[config.mk]
export PLATFORM = sky130hd
export DESIGN_NAME = motion_seq
export DESIGN_NICKNAME = d
export VERILOG_FILES = /design/src/rtl/motion_seq.sv
export SDC_FILE = /design/constraint.sdc
export NUM_CORES = 2
export LEC_CHECK = 0
export CAP_MARGIN = 20
export CORE_UTILIZATION = 57
export CTS_CLUSTER_DIAMETER = 40
export DETAILED_ROUTE_END_ITERATION = 10
export GPL_TIMING_DRIVEN = 0
export HOLD_SLACK_MARGIN = 0.02
export PLACE_DENSITY = 0.79
export SETUP_SLACK_MARGIN = 0.05
export SYNTH_ARGS = -nofsm -noshare
export SYNTH_HDL_FRONTEND = slang
export SYNTH_SLANG_ARGS = --single-unit
[constraint.sdc]
create_clock -name clk -period 8.5 [get_ports clk]
set_input_delay 1.7 -clock clk [delete_from_list [all_inputs] [get_ports clk]]
set_output_delay 1.7 -clock clk [all_outputs]
set_load 0.01 [all_outputs]
[src/rtl/motion_seq.sv]
// motion_seq: queues move commands, derives accel/decel step counts by sequential division,
// and loads one pwm axis per move, waiting for axis_done before starting the next.
module motion_seq #(
  parameter int W = 28,
  parameter int QDEPTH = 4,
  parameter int CW = 16
) (
  input  logic          clk,
  input  logic          rst_n,
  input  logic [W-1:0]  str_frq,
  input  logic          cmd_valid,
  output logic          cmd_ready,
  input  logic [W-1:0]  cmd_frq,
  input  logic [W-1:0]  cmd_dc,
  input  logic [W-1:0]  cmd_acc,
  input  logic [W-1:0]  cmd_dec,
  input  logic [W-1:0]  cmd_cnt,
  input  logic          abort,
  output logic          axis_load,
  output logic          axis_abort,
  output logic [W-1:0]  axis_frq,
  output logic [W-1:0]  axis_dc,
  output logic [W-1:0]  axis_acc,
  output logic [W-1:0]  axis_dec,
  output logic [W-1:0]  axis_cnt,
  output logic [W-1:0]  axis_acc_cnt,
  output logic [W-1:0]  axis_dec_cnt,
  input  logic          axis_done,
  output logic          busy,
  output logic          err,
  output logic [CW-1:0] moves_done
);
  localparam int AW = $clog2(QDEPTH);
  localparam int BW = $clog2(W);
  localparam logic [BW-1:0] LAST = BW'(W - 1);
  typedef enum logic [2:0] {IDLE, DIV_A, DIV_D, CLAMP, LOAD, RUN} state_t;
  state_t state;
  logic [5*W-1:0] mem [QDEPTH];
  logic [5*W-1:0] head;
  logic [AW:0] wp, rp;
  logic full, empty, push, pop;
  logic [W-1:0] frq, dc, acc, dec, cnt, diff, quo, acc_s, h_frq, h_acc, h_dec, h_cnt, dvsr, quo_nx;
  logic [W:0] rem, rem_sh, rem_nx, sum;
  logic [BW-1:0] bcnt;
  logic ge, tri_prof;
  assign empty = wp == rp;
  assign full = (wp[AW] != rp[AW]) && (wp[AW-1:0] == rp[AW-1:0]);
  assign cmd_ready = rst_n & !full & !abort;
  assign push = cmd_valid & cmd_ready;
  assign pop = (state == IDLE) & !empty & !abort;
  assign busy = (state != IDLE) || !empty;
  assign head = mem[rp[AW-1:0]];
  assign h_frq = head[0+:W];
  assign h_acc = head[2*W+:W];
  assign h_dec = head[3*W+:W];
  assign h_cnt = head[4*W+:W];
  // one restoring-division step; quo doubles as the dividend shift register
  always_comb begin
    dvsr = state == DIV_A ? acc : dec;
    rem_sh = {rem[W-1:0], quo[W-1]};
    ge = rem_sh >= {1'b0, dvsr};
    rem_nx = ge ? rem_sh - {1'b0, dvsr} : rem_sh;
    quo_nx = {quo[W-2:0], ge};
    sum = {1'b0, acc_s} + {1'b0, quo};
    tri_prof = sum > {1'b0, cnt};
  end
  always_ff @(posedge clk) if (push) mem[wp[AW-1:0]] <= {cmd_cnt, cmd_dec, cmd_acc, cmd_dc, cmd_frq};
  always_ff @(posedge clk or negedge rst_n) begin
    if (!rst_n) begin
      state <= IDLE;
      wp <= '0;
      rp <= '0;
      {frq, dc, acc, dec, cnt, diff, quo, acc_s, rem, bcnt} <= '0;
      {axis_frq, axis_dc, axis_acc, axis_dec, axis_cnt, axis_acc_cnt, axis_dec_cnt} <= '0;
      axis_load <= 1'b0;
      axis_abort <= 1'b0;
      err <= 1'b0;
      moves_done <= '0;
    end else begin
      axis_load <= 1'b0;
      axis_abort <= 1'b0;
      if (abort) begin
        wp <= '0;
        rp <= '0;
        state <= IDLE;
        axis_abort <= (state == LOAD) || (state == RUN);
      end else begin
        if (push) wp <= wp + 1'b1;
        if (pop) rp <= rp + 1'b1;
        case (state)
          IDLE: if (!empty) begin
            {cnt, dec, acc, dc, frq} <= head;
            if (h_acc == '0 || h_dec == '0) begin
              err <= 1'b1;
              moves_done <= moves_done + 1'b1;
            end else if (h_cnt == '0) begin
              moves_done <= moves_done + 1'b1;
            end else begin
              diff <= h_frq >= str_frq ? '0 : str_frq - h_frq;
              quo <= h_frq >= str_frq ? '0 : str_frq - h_frq;
              rem <= '0;
              bcnt <= '0;
              state <= DIV_A;
            end
          end
          DIV_A: begin
            rem <= rem_nx;
            quo <= quo_nx;
            bcnt <= bcnt + 1'b1;
            if (bcnt == LAST) begin
              acc_s <= quo_nx;
              quo <= diff;
              rem <= '0;
              bcnt <= '0;
              state <= DIV_D;
            end
          end
          DIV_D: begin
            rem <= rem_nx;
            quo <= quo_nx;
            bcnt <= bcnt + 1'b1;
            if (bcnt == LAST) state <= CLAMP;
          end
          CLAMP: begin
            {axis_frq, axis_dc, axis_acc, axis_dec, axis_cnt} <= {frq, dc, acc, dec, cnt};
            axis_acc_cnt <= tri_prof ? cnt >> 1 : acc_s;
            axis_dec_cnt <= tri_prof ? cnt >> 1 : cnt - quo;
            axis_load <= 1'b1;
            state <= LOAD;
          end
          LOAD: state <= RUN;
          RUN: if (axis_done) begin
            moves_done <= moves_done + 1'b1;
            state <= IDLE;
          end
          default: state <= IDLE;
        endcase
      end
    end
  end
endmodule

# After elaboration in Yosys (flattened, before gate mapping)
# Memories as Yosys holds them, arrays and structs flattened.
# Index checks and enable logic that the tools add are counted.
[word_totals]
regBits = 481
word_cells = 131
in_bits = 173
ramBits = 560
out_inout_bits = 217
n_memories = 1
[mem_list]
columns = ["name", "words", "word_bits", "rd", "rd_ports_with_merged_regs", "write_ports", "line", "source"]
rows = [
  ["mem", 4, 140, 1, 0, 1, "38", "logic [5*W-1:0] mem [QDEPTH];"],
]
[op_classes]
add_sub_neg = 8
eq_ne = 20
magnitude_cmp = 3
reduce_logical = 24
muxes = 42
bitwise_logic = 9
[op_table]
columns = ["operator", "count"]
rows = [
  ["$mux 28", 13],
  ["$pmux 28 s3", 2],
  ["$logic_not 28->1", 3],
  ["$sub 28x28->28", 3],
  ["$mux 16", 4],
  ["$mux 3", 11],
  ["$pmux 16 s2", 1],
  ["$add 28x28->29", 1],
  ["$ge 29x28->1", 1],
  ["$gt 29x28->1", 1],
  ["$ge 28x28->1", 1],
  ["$mux 5", 4],
  ["$pmux 3 s6", 1],
  ["$add 16x1->16 const B", 1],
  ["$ne 3x3->1 const B", 5],
  ["$pmux 5 s3", 1],
  ["$reduce_and 5->1", 3],
  ["$ne 2x2->1 const B", 4],
  ["$add 3x1->3 const B", 2],
  ["$eq 3x2->1 const B", 2],
  ["$eq 3x3->1 const B", 2],
  ["$reduce_and 3->1", 2],
  ["$reduce_and 6->1", 1],
  ["$reduce_bool 2->1", 3],
  ["other kinds (18)", 34],
]

# Logic depth before layout (Yosys ltp)
[logic_depth]
word_depth = 8
ltp_mapped = 24
ltp_nobuf = 22

# Worst setup path after synthesis
# No wires, ideal clock.
[synth_path]
path_type = "input to register"
startpoint = "input port abort"
endpoint = "memory mem[3][0] (netlist name) (enable)"
n_path_buf = 0
setup_time_ns = 0.519
cell_stages = 3
arrival_ns = 5.527
setup_slack_ns = 2.454
required_time_ns = 7.981
cell_sequence = "nand2b_1 > a21oi_1 > and3_1"
[synth_between]
elab_chain_len = 5
[synth_lines]
columns = ["element", "line", "source"]
rows = [
  ["start: declaration", "18", "input logic abort,"],
  ["$logic_not 1->1", "48", "assign cmd_ready = rst_n & !full & !abort;"],
  ["$and 1x1->1", "48", ""],
  ["named net cmd_ready", "12", "output logic cmd_ready,"],
  ["$and 1x1->1", "49", "assign push = cmd_valid & cmd_ready;"],
  ["$mux 1", "67", "always_ff @(posedge clk) if (push) mem[wp[AW-1:0]] <= {cmd_cnt, cmd_dec, cmd_acc, cmd_dc, cmd_frq};"],
  ["$mux 1 (implied by the code)", "67", ""],
  ["end: declaration", "38", ""],
]
# The timed path passes the listed nets, and every way through them passes these cells.

# Worst setup path in the final report
[layout_path]
startpoint = "register quo[0]"
endpoint = "register axis_acc_cnt[19]"
[layout_between]
elab_chain_len = 3
[layout_lines]
columns = ["element", "line", "source"]
rows = [
  ["start: declaration", "42", "logic [W-1:0] frq, dc, acc, dec, cnt, diff, quo, acc_s, h_frq, h_acc, h_dec, h_cnt, dvsr, quo_nx;"],
  ["start signal: assignment", "100", "quo <= h_frq >= str_frq ? '0 : str_frq - h_frq;"],
  ["start signal: assignment", "108", "quo <= quo_nx;"],
  ["start signal: assignment", "112", "quo <= diff;"],
  ["$add 28x28->29", "64", "sum = {1'b0, acc_s} + {1'b0, quo};"],
  ["$gt 29x28->1", "65", "tri_prof = sum > {1'b0, cnt};"],
  ["$mux 28", "126", "axis_acc_cnt <= tri_prof ? cnt >> 1 : acc_s;"],
  ["end signal: assignment", "126", ""],
  ["end: declaration", "26", "output logic [W-1:0] axis_acc_cnt,"],
]
# No other way between the ends.
# A chain may end at the register's enable or synchronous reset.

==> out/qor.csv <==
metric,value,unit
status,finished clean,
power_density,319,mW/mm^2
avgSynthCellArea,13.4,sq um
fillerInstances,5443,
layout.cells.non_filler,5180,
min_to,axis_dc[7],
drive_above_1_share,14.8,%
r2r-end,axis_acc_cnt[19],
synth_top_area_share,36.3,%
cp-start-kind,flip-flop,
worst_pin_slew,1.21,ns
synth_top_area_cell,edfxtp_1,
clock-sinks,1041,
drcViolationCount,0,
grt_pass1_wl,197,mm
finalCritPeriodShare,82.2,%
pin_count,390,
grt_start_max_net_pins,117,
max_cap_viol_count,0,
min-delay-path-class,flip-flop to flip-flop,
internal-power,11800,uW
place_inst,4914,
multi_input_comb_area,0.0163,sq mm
cts_setup_buffers,0,
setup_viol,0,
vias_per_cell,6.09,
row_count,104,
overflow,0,
regArea,0.0289,sq mm
rsz0062_at_grt,false,
synth-seq-cells,1041,
comb_power_share,32.7,%
finalWeightedCongestion,0.938,
synth-seq-area-share,62.4,%
initial_core_util,57.5,%
die_w,287,microns
numCtsBuffers,133,
syn_nets,3770,
r2r_cells,22,
critical_path.cell_chain,ha_1 > inv_1 > fa_1 > nor2b_1 > o31a_1 > o311ai_1 > and2_1 > o21ai_0 > a21oi_1 > nor2b_1 > o21ai_0 > a21oi_1 > ha_1 > nand3_1 > nor4_1 > nand3_1 > or4_1 > a21oi_1 > buf_2 > buf_4 > mux2i_1 > o21ai_0,
ys_warn_count,0,
power.leakage,0.0228,uW
worstPathArrival,7.54,ns
cts.clk_slew.worst_paths,0.06,ns
synth_edf_count,560,
fmax,143,MHz
insertion_delay,0.74,ns
grt_antenna_before_repair,36,
netlist_top_cells_count,"571 x nand2_1, 560 x edfxtp_1, 481 x dfrtp_1",
die_area,0.0823,sq mm
slew_headroom,19.3,%
total_power,18100,uW
cts_root_buffer,clkbuf_16,
tns,0,ns
fin_nets,4312,
core-area,0.0804,sq mm
drt-initial-drc-count,2940,
grt_use_total,32.5,%
max_stage_delay,0.72,ns
cp_max_fo,10,
hold_viol_final,0,
synth_area_leaders,"edfxtp_1 36%, dfrtp_1 26%, mux4_2 6.8%, nand2_1 4.6%, ha_1 3.9%",
p_switching,6230,uW
cts_tree,done,
power_frac_seq,35.3,%
ff2ff_setup_slack,1.51,ns
final_core_util,70.4,%
dpl.hpwl,94.8,mm
holdCritStartpoint,dc[7],
postRouteAntennaNets,0,
largest_register_ffs,560,
peakVddDrop,0.000248,V
routed_wl,132,mm
grt_pass1_vias,31797,
ys.flop_type,edfxtp_1,
postSynthCellCount,3447,
die_h,287,microns
placed_cell_area,0.0520,sq mm
port_buffers,389,
async_reset_ff_share,46.2,%
cp-end-kind,flip-flop,
power_frac_clock,32.0,%
vias,31549,
r2r_start,quo[0],
cts-hold-fix-buffers,0,
syn2layout_area_growth,22.4,%
finalInstanceArea,0.0566,sq mm
clockBufferDepth,3,
critPathKind,flip-flop to flip-flop,
p_sw_share,34.5,%
min_period,6.99,ns
cp_data_required_time,9.05,ns
h-tree-depth,4,
netlist_area,0.0463,sq mm
wire_per_inst,25.5,microns
slowest_stage,nor4_1,
min_path_cells,2,
post_cts_resized,0,
ys_types,74,
finClkSkew,0.0314,ns
report.final.slew_viol_count,0,
dr.pass1.iters,5,
yosysMostFrequentCell,nand2_1,
-- worst max-delay path, delay by kind of cell (launching register included) --
| family | cells | cell delay [ns] |
|---|---|---|
| AO/OA/AOI/OAI | 8 | 2.33 |
| adder cells (fa/ha/maj) | 3 | 0.79 |
| buffers and inverters | 3 | 0.79 |
| flip-flops | 1 | 0.48 |
| multiplexers | 1 | 0.31 |
| AND/OR/NAND/NOR | 7 | 2.08 |
-- power groups by stage --
stage          clock (uW)  sequential, uW  combinational (uW)
6_report             5780            6380                5910
2_1_floorplan           0            6220                4140
3_5_place_dp            0            6450                5790
5_1_grt              6040            6420                6370
4_1_cts              5830            6360                5840
3_3_place_gp            0            6450                5690
-- worst max-delay path by stage --
stage | from | to | slack (ns) | depth (start not counted)
floorplan | abort | mem[3][0] | 2.45 | 3
global route | quo[6] | axis_acc_cnt[19] | 1.33 | 20
finish | quo[0] | axis_acc_cnt[19] | 1.51 | 22
CTS | quo[0] | axis_acc_cnt[19] | 1.63 | 22
global placement | rst_n | mem[1][73] | -18.24 | 4
detailed placement | quo[0] | axis_acc_cnt[19] | 1.68 | 22
-- cell usage in the layout (no fill, tap or decap), types with 22 or more instances in the layout --
| cell type | count |
|---|---|
| buf_2 | 44 |
| o21ai_0 | 194 |
| inv_1 | 123 |
| edfxtp_1 | 560 |
| nand2_1 | 571 |
| clkdlybuf4s50_1 | 388 |
| a21oi_1 | 111 |
| clkbuf_1 | 104 |
| xnor2_1 | 61 |
| xor2_1 | 48 |
| dfrtp_1 | 481 |
| diode_2 | 22 |
| o31ai_1 | 30 |
| nor3_1 | 39 |
| nor2b_1 | 22 |
| clkbuf_16 | 139 |
| nor4_1 | 31 |
| nand3_1 | 61 |
| a21o_1 | 52 |
| mux2_2 | 157 |
| nor2_1 | 95 |
| and3_1 | 22 |
| ha_1 | 146 |
| mux2i_1 | 87 |
| mux4_2 | 140 |
-- cells by family after synthesis --
group / synth area share (%)
AND/OR/NAND/NOR: 8.92
XOR/XNOR: 2.06
AO/OA/AOI/OAI: 7.62
buffers and inverters: 2.41
multiplexers: 12.5
flip-flops: 62.4
adder cells (fa/ha/maj): 4.12
-- metrics by stage --
stage | hold slack, ns | setup WS [ns]
after floorplan | 0.435 | 2.45
after global placement | 0.442 | -18.24
after detailed placement | 0.453 | 1.68
after CTS | 0.468 | 1.63
after global routing | 0.481 | 1.33
final | 0.461 | 1.51
-- per-layer routing --
metal,up-vias,wire length [microns],GRT usage (%)
met3,314,12000,8.07
met1,15808,50400,42.4
li1,13902,-,-
met5,-,218,0
met2,1491,64200,51.8
met4,34,5490,14.5
-- final cells by class --
cell class	instances	share of cell area [%]
clock buffers	167	6.49
diodes	22	0.0972
flip-flops and latches	1041	50.9
multi-input cells	2134	28.8
plain buffers	148	1.14
inverters	124	0.822
repair buffers	407	7.65
clock inverters	77	1.69
well taps	1060	2.34
(Power assumes the default switching activity.)
